File: src/rtl/add_minus_accum.sv
// add_minus_accum: valid/ready accumulator stage around a WIDTH-bit add/subtract datapath
// add_minus ports: a, b operands; m 0=add 1=subtract; s sum; c carry out; v signed overflow
// add_minus_accum ports: clk, rst_n (async, active low); in_valid/in_ready with in_b, in_m, in_load;
//   clr_sticky; out_valid/out_ready with acc, c_flag, v_flag, v_sticky
module add_minus #(
  parameter int WIDTH = 4
) (
  input  logic [WIDTH-1:0] a,
  input  logic [WIDTH-1:0] b,
  input  logic             m,
  output logic [WIDTH-1:0] s,
  output logic             c,
  output logic             v
);
  logic [WIDTH-1:0] bx;
  logic [WIDTH-1:0] lo;
  logic [WIDTH:0]   full;
  assign bx   = b ^ {WIDTH{m}};
  // lo[WIDTH-1] is the carry into the MSB
  assign lo   = {1'b0, a[WIDTH-2:0]} + {1'b0, bx[WIDTH-2:0]} + {{(WIDTH-1){1'b0}}, m};
  assign full = {1'b0, a} + {1'b0, bx} + {{WIDTH{1'b0}}, m};
  assign s    = full[WIDTH-1:0];
  assign c    = full[WIDTH];
  assign v    = full[WIDTH] ^ lo[WIDTH-1];
endmodule

module add_minus_accum #(
  parameter int WIDTH = 4
) (
  input  logic             clk,
  input  logic             rst_n,
  input  logic             in_valid,
  output logic             in_ready,
  input  logic [WIDTH-1:0] in_b,
  input  logic             in_m,
  input  logic             in_load,
  input  logic             clr_sticky,
  output logic             out_valid,
  input  logic             out_ready,
  output logic [WIDTH-1:0] acc,
  output logic             c_flag,
  output logic             v_flag,
  output logic             v_sticky
);
  typedef enum logic {IDLE, HOLD} state_t;
  state_t state, state_n;
  logic [WIDTH-1:0] s;
  logic c, v, accept, op_v;
  add_minus #(.WIDTH(WIDTH)) u_add_minus (.a(acc), .b(in_b), .m(in_m), .s(s), .c(c), .v(v));
  assign accept = in_valid & in_ready;
  assign op_v   = accept & ~in_load & v;
  always_ff @(posedge clk or negedge rst_n)
    if (!rst_n) state <= IDLE;
    else state <= state_n;
  always_comb begin
    state_n   = IDLE;
    in_ready  = (state == IDLE) | out_ready;
    out_valid = state == HOLD;
    state_n   = (accept | (out_valid & ~out_ready)) ? HOLD : IDLE;
  end
  always_ff @(posedge clk or negedge rst_n)
    if (!rst_n) begin
      acc      <= '0;
      c_flag   <= 1'b0;
      v_flag   <= 1'b0;
      v_sticky <= 1'b0;
    end else begin
      if (accept) begin
        acc    <= in_load ? in_b : s;
        c_flag <= ~in_load & c;
        v_flag <= ~in_load & v;
      end
      // a coincident overflow outranks the clear
      v_sticky <= (v_sticky & ~clr_sticky) | op_v;
    end
endmodule

File: config.mk
export PLATFORM = sky130hd
export DESIGN_NAME = add_minus_accum
export DESIGN_NICKNAME = d
export VERILOG_FILES = /design/src/rtl/add_minus_accum.sv
export SDC_FILE = /design/constraint.sdc
export NUM_CORES = 1
export LEC_CHECK = 0
export ABC_CLOCK_PERIOD_IN_PS = 1950
export CORE_MARGIN = 2
export CORE_UTILIZATION = 38
export CTS_CLUSTER_SIZE = 30
export DETAILED_ROUTE_END_ITERATION = 8
export GPL_TIMING_DRIVEN = 0
export PLACE_DENSITY_LB_ADDON = 0.05
export SYNTH_ARGS = -nofsm -noshare
export SYNTH_HDL_FRONTEND = slang
export SYNTH_HIERARCHICAL = 1
export SYNTH_SLANG_ARGS = --single-unit
File: constraint.sdc
create_clock -name clk -period 1.95 [get_ports clk]
set_input_delay 0.2925 -clock clk [delete_from_list [all_inputs] [get_ports clk]]
set_output_delay 0.2925 -clock clk [all_outputs]
set_load 0.01 [all_outputs]
==> results.sh, run 1 <==
export IMPL_outcome="finished clean"
export IMPL_yosysTopAreaCellShare_pct=36.04
export IMPL_reg2reg_from="acc[0]"
export IMPL_yosysSeqAreaShare_pct=36.04
export IMPL_dr_pass1_iters=2
export IMPL_gp_congestion=0.7282
export IMPL_wirelength_um=1186
export IMPL_whs_ns=0.3221
export IMPL_root_buffer="clkbuf_4"
export IMPL_antenna_found_initial=0
export IMPL_switching_share_pct=33.43
export IMPL_min_period_ns=1.910
export IMPL_grt_pass1_vias=455
export IMPL_row_count=13
export IMPL_ys_async_sr_fraction_pct=100.0
export IMPL_cp_startpoint="acc[0]"
export IMPL_period_share_pct=97.97
export IMPL_tightest_slew_ns=0.3710
export IMPL_vias=454
export IMPL_multiInputGateArea_um2=331.6
export IMPL_grt_pass1_wl_um=2021
export IMPL_seq_power_share_pct=31.2
export IMPL_drv_slew=0
export IMPL_relSlewSlack_pct=75.19
export IMPL_synthTopCellsByArea="dfrtp_1 36%, xor2_1 11%, mux2i_1 7.2%"
export IMPL_vias_per_cell=5.159
export IMPL_dp_slack_ns=-0.5141
export IMPL_start_util_pct=41.65
export IMPL_hold_violations=0
export IMPL_yosys_top_cells_count="8 x dfrtp_1, 7 x xor2_1, 4 x a21oi_1, 4 x a31oi_1, 4 x mux2i_1"
export IMPL_numPortBuffers=18
export IMPL_stdcell_count=88
export IMPL_path_clk_slew_ns=0.06
export IMPL_post_dp_hpwl_um=887.4
export IMPL_cp_max_fo=2
export IMPL_p_int_mw=0.5387
export IMPL_grt_max_degree=11
export IMPL_cts_sinks=8
export IMPL_synth_distinct_cells=20
export IMPL_finalClockSkew_ns=0.003773
export IMPL_htree_num_levels=1
export IMPL_area_growth_syn_to_layout_pct=46.85
export IMPL_yosysTopAreaCell="dfrtp_1"
export IMPL_cp_start_kind="register"
export IMPL_synthCells=48
export IMPL_setup_violations=0
export IMPL_synth_avg_cell_area_um2=11.57
export IMPL_core_area_mm2=0.001334
export IMPL_pwr_share_clk_pct=15.7
export IMPL_grt_overflow_total=0
export IMPL_grt_util_all_layers_pct=15.04
export IMPL_cts_tree="done"
export IMPL_power_frac_comb_pct=53.2
export IMPL_dieWidth_um=42.24
export IMPL_nFillCells=129
export IMPL_rsz0062_at_grt="yes"
export IMPL_drc=0
export IMPL_synth_edf_count=0
export IMPL_cts_buffers=3
export IMPL_syn_num_nets=63
export IMPL_nNetsFinal=90
export IMPL_arrival_ns=2.05
export IMPL_worst_slack_ns=0.03950
export IMPL_synth_seq_cells=8
export IMPL_max_cap_violations=0
export IMPL_end_kind="register"
export IMPL_power_leakage_nw=0.4022
export IMPL_die_h_um=42.24
export IMPL_layout_area_seq_um2=200.2
export IMPL_yosysWarnings=6
export IMPL_placed_cells=81
export IMPL_synth_most_common_cell="dfrtp_1"
export IMPL_wl_per_cell_um=13.48
export IMPL_required_ns=2.09
export IMPL_io_pins=20
export IMPL_vdd_drop_max_mv=0.5468
export IMPL_clk_latency_ns=0.25
export IMPL_drive_gt1_share_pct=23.29
export IMPL_utilization_pct=61.16
export IMPL_p_sw_mw=0.2705
export IMPL_antennaDiodeCount=0
export IMPL_drtIter0Drc=2
export IMPL_cts_hold_buf=0
export IMPL_dieArea_mm2=0.001784
export IMPL_critical_path_class="register to register"
export IMPL_detail_route_antenna_nets=0
export IMPL_min_path_type="primary input to async pin"
export IMPL_synth_main_ff_cell="dfrtp_1"
export IMPL_fmax_mhz=523.4
export IMPL_power_density_mw_per_mm2=992.0
export IMPL_netlist_area_um2=555.5
export IMPL_cts_path_max_buffers=2
## logic make-up (layout without fill, tap and decap cells)
family	count (synthesis)	count (layout)	synth area share (%)
multiplexers	6	6	12.61
buffers and inverters	4	29	6.081
XOR/XNOR	7	7	11.04
AND/OR/NAND/NOR	5	5	7.434
flip-flops	8	8	36.04
AO/OA/AOI/OAI	14	14	16.44
adder cells (fa/ha/maj)	4	4	10.36
## stage by stage
stage / cell area [um^2] / TNS (ns) / power, mW
after global placement: 757.0 / -1.768 / 0.6486
final: 815.8 / 0 / 0.8093
after global routing: 815.8 / -0.04915 / 0.8741
after CTS: 799.5 / 0 / 0.8072
after floorplan: 558.0 / 0 / 0.4906
after detailed placement: 757.0 / -1.826 / 0.6570
## layout make-up
cell class                 count  share of cell area [%]
tap                           15                   2.301
buffer                         3                   3.681
timing repair buffer          22                   25.61
sequential                     8                   24.54
inverter                       1                  0.4601
multi-input combinational     36                   40.64
clock buffer                   3                   2.761
## sequential cells by signal, summed over array words and instances (netlist names)
signal     count
acc            4
c_flag         1
out_valid      1
v_flag         1
v_sticky       1
## worst paths after layout
kind	to	slack, ns	cells past startpoint
max	v_flag	0.04	7
min	acc[1]	0.32	1
max reg2reg	v_flag	0.04	7
min reg2reg	v_flag	0.50	1
max in group asynchronous	out_valid	1.36	1
min in group clk	v_sticky	0.41	3
## power groups by stage
stage / Combinational (mW) / Clock (mW) / Sequential (mW)
after global routing: 0.467 / 0.144 / 0.263
after floorplan: 0.213 / 0 / 0.277
after detailed placement: 0.397 / 0 / 0.260
after global placement: 0.392 / 0 / 0.257
final: 0.430 / 0.127 / 0.252
after CTS: 0.418 / 0.134 / 0.255
## per-layer routing
metal / global-route usage [%] / routed length [um]
met5: 0 / 0
met4: 7.500 / 0
met3: 3.017 / 62
met2: 22.15 / 559
met1: 20.69 / 564
## critical path: stages, from the launching register on
cell	delay [ns]
dfrtp_1	0.37
mux2_4	0.28
fa_2	0.34
a21o_1	0.17
a21o_1	0.17
xor2_1	0.15
nand4b_1	0.11
a21bo_1	0.21
## layout by cell type, fill, tap and decap left out, drive strengths merged
master	netlist	layout
xor2	7	7
a31oi	4	4
fa	1	1
nor2b	1	1
dlygate4sd2	0	1
dlymetal6s2s	0	2
a21bo	1	1
dfrtp	8	8
nand2b	2	2
mux2i	4	4
inv	1	1
nand4b	1	1
a21oi	4	4
mux2	2	2
o21ai	1	1
clkdlybuf4s50	0	14
clkbuf	0	4
a21o	3	3
ha	3	3
a31o	1	1
nand2	1	1
buf	3	7
## timing repair
action | in CTS | in global routing
resized for setup | 2 | 5
pin swaps | 3 | 3
buffers inserted | 3 | 1
endpoints found under the setup margin | 4 | 2
(Power assumes the default switching activity.)
==> run 2, diff against run 1 <==
Settings changed: ABC_CLOCK_PERIOD_IN_PS 1950 to unset.
==> results of run 2 <==
Same layout as run 1: the final DEF is identical, and so are final timing and power.
==> run 3, diff against run 2 <==
Settings changed: CORE_UTILIZATION 38 to 36, SKIP_LAST_GASP set to 1, SYNTH_HIERARCHICAL 1 to unset.
==> results.sh, run 3 <==
export IMPL_outcome="finished clean"
export IMPL_detail_route_antenna_nets=0
export IMPL_synth_avg_cell_area_um2=9.528
export IMPL_grt_pass1_vias=361
export IMPL_synth_simple_area_share_pct=13.89
export IMPL_root_buffer="clkbuf_4"
export IMPL_p_int_mw=0.4845
export IMPL_drive_gt1_share_pct=10.81
export IMPL_grt_overflow_total=0
export IMPL_power_frac_comb_pct=49.0
export IMPL_stdcell_count=89
export IMPL_met2_length_um=468
export IMPL_numPortBuffers=18
export IMPL_yosysWarnings=0
export IMPL_m1WireLength_um=501
export IMPL_r2r_end="v_sticky"
export IMPL_nNetsFinal=91
export IMPL_dieWidth_um=41.10
export IMPL_synth_distinct_cells=22
export IMPL_post_dp_hpwl_um=803.6
export IMPL_synth_edf_count=0
export IMPL_cts_buffers=3
export IMPL_placed_cells=85
export IMPL_rrSetupSlack_ns=0.32
export IMPL_p_sw_mw=0.2594
export IMPL_setup_violations=0
export IMPL_antenna_found_initial=0
export IMPL_final_common_cell="clkdlybuf4s50_1"
export IMPL_wirelength_um=1051
export IMPL_most_common_layout_cells="17 x clkdlybuf4s50_1, 8 x dfrtp_1, 7 x nand2_1"
export IMPL_dieArea_mm2=0.001689
export IMPL_reg2reg_from="acc[0]"
export IMPL_pwr_share_clk_pct=17.8
export IMPL_synth_seq_cells=8
export IMPL_start_util_pct=38.08
export IMPL_largest_reg_flops=4
export IMPL_yosysTopAreaCellShare_pct=40.40
export IMPL_worstRegToRegCells=6
export IMPL_drc=0
export IMPL_cts_hold_buf=0
export IMPL_ys_async_sr_fraction_pct=100.0
export IMPL_vias_per_cell=4.865
export IMPL_synth_fa_ha_area_share_pct=11.62
export IMPL_gp_congestion=0.7001
export IMPL_synth_top_family_by_area="compound AO/OA/AOI/OAI gates"
export IMPL_yosysSeqAreaShare_pct=40.40
export IMPL_cts_tree="done"
export IMPL_netlist_area_um2=495.5
export IMPL_row_count=13
export IMPL_drtIter0Drc=3
export IMPL_finalClockSkew_ns=0.007372
export IMPL_yosys_top_cells_count="8 x dfrtp_1, 7 x nand2_1, 5 x xor2_1, 4 x o21ai_0"
export IMPL_period_share_pct=95.28
export IMPL_power_leakage_nw=0.3146
export IMPL_wl_per_cell_um=11.81
export IMPL_core_area_mm2=0.001301
export IMPL_syn_num_nets=67
export IMPL_relSlewSlack_pct=74.05
export IMPL_htree_num_levels=1
export IMPL_die_h_um=41.10
export IMPL_largest_register="acc"
export IMPL_utilization_pct=56.06
export IMPL_required_ns=2.08
export IMPL_min_period_ns=1.858
export IMPL_io_pins=20
export IMPL_drv_slew=0
export IMPL_synth_mux_area_share_pct=2.020
export IMPL_fmax_mhz=538.2
export IMPL_grt_max_degree=11
export IMPL_power_density_mw_per_mm2=1020
export IMPL_synth_most_common_cell="dfrtp_1"
export IMPL_arrival_ns=1.99
export IMPL_routed_wl_met3_um=81
export IMPL_dr_pass1_iters=4
export IMPL_min_path_type="primary input to async pin"
export IMPL_cts_sinks=8
export IMPL_vdd_drop_max_mv=0.4495
export IMPL_rsz0062_at_grt="no"
export IMPL_path_clk_slew_ns=0.06
export IMPL_yosysTopAreaCell="dfrtp_1"
export IMPL_synth_xor_area_share_pct=10.61
export IMPL_end_kind="register"
export IMPL_synth_compound_area_share_pct=18.43
export IMPL_top_layer="met3"
export IMPL_cts_path_max_buffers=2
export IMPL_cp_start_kind="primary input"
export IMPL_cp_max_fo=2
export IMPL_max_cap_violations=0
export IMPL_tightest_slew_ns=0.3881
export IMPL_seq_power_share_pct=33.2
export IMPL_nFillCells=135
export IMPL_hold_violations=0
export IMPL_area_growth_syn_to_layout_pct=47.22
export IMPL_switching_share_pct=34.87
export IMPL_synth_main_ff_cell="dfrtp_1"
export IMPL_grt_pass1_wl_um=1580
export IMPL_synthTopCellsByArea="dfrtp_1 40%, xor2_1 8.8%, ha_1 7.6%"
export IMPL_vias=433
export IMPL_setup_tns_final_ns=0
export IMPL_grt_util_all_layers_pct=15.28
export IMPL_synthCells=52
export IMPL_clk_latency_ns=0.26
export IMPL_critical_path_class="primary input to register"
export IMPL_antennaDiodeCount=0
run 3: cell count changes in the layout (fill, tap and decap cells not counted), sizes merged, moves of 3 or more:
cell           delta
clkdlybuf4s50     +3
nor2              +3
o21ai             +4
a21o              -3
mux2i             -3
buf               -6
nand2             +7
a31oi             -4
run 3: critical path, cell delays in order:
cell and delay (ns):
clkdlybuf4s50_1 0.51, xor2_1 0.19, inv_1 0.08, fa_2 0.35
nand2b_1 0.15, o2bb2ai_1 0.15, xor2_1 0.18, o22ai_1 0.10
run 3: worst max-delay path by stage:
stage               startpoint        to  cells past startpoint
floorplan               acc[0]    v_flag                      6
global placement          in_m    v_flag                      8
detailed placement        in_m    v_flag                      8
CTS                    in_b[1]  v_sticky                      8
global route           in_b[0]  v_sticky                      7
finish                 in_b[1]  v_sticky                      8
run 3: area by class of cell:
type / instances / area [um^2] / area share (%)
Inverter: 3 / 11.26 / 1.544
Multi-Input combinational cell: 40 / 286.5 / 39.28
Tap cell: 15 / 18.77 / 2.573
Buffer: 1 / 3.754 / 0.5146
Clock buffer: 3 / 22.52 / 3.087
Sequential cell: 8 / 200.2 / 27.44
Timing Repair Buffer: 19 / 186.4 / 25.56
run 3: power by group through the flow:
stage | clock, mW | sequential (mW) | combinational [mW]
final | 0.133 | 0.247 | 0.364
after global routing | 0.152 | 0.254 | 0.410
after CTS | 0.142 | 0.247 | 0.363
after detailed placement | 0 | 0.250 | 0.362
after global placement | 0 | 0.248 | 0.360
after floorplan | 0 | 0.270 | 0.186
run 3: per-stage QoR:
step / worst slack, ns / hold slack [ns] / area (um^2) / power (mW)
2_1_floorplan: 0.2882 / -0.003091 / 495.5 / 0.4565
3_3_place_gp: -0.3795 / 0.4668 / 694.4 / 0.6080
3_5_place_dp: -0.3698 / 0.4766 / 694.4 / 0.6124
4_1_cts: 0.01263 / 0.3220 / 715.7 / 0.7517
5_1_grt: 0.005591 / 0.3454 / 729.5 / 0.8160
6_report: 0.09197 / 0.3180 / 729.5 / 0.7439
run 3: timing repair:
| action | CTS | global route |
|---|---|---|
| pin swaps | 0 | 1 |
| resized for setup | 1 | 2 |
| setup endpoints to repair | 2 | 2 |
| setup buffers | 0 | 1 |
run 3: layer usage:
layer  vias up  global-route usage, %
met5         -                      0
met4         0                  4.839
met3         0                  8.152
met2        16                  22.66
met1       193                  18.87
li1        224                      -
run 3: cell families (layout without fill, tap and decap cells):
family / count (synthesis) / count (layout)
AOI/OAI and AO/OA: 14 / 14
xor gates and xnor gates: 6 / 6
adders and majority gates: 4 / 4
buffers and inverters: 4 / 26
DFF: 8 / 8
muxes: 1 / 1
and+or+nand+nor: 15 / 15
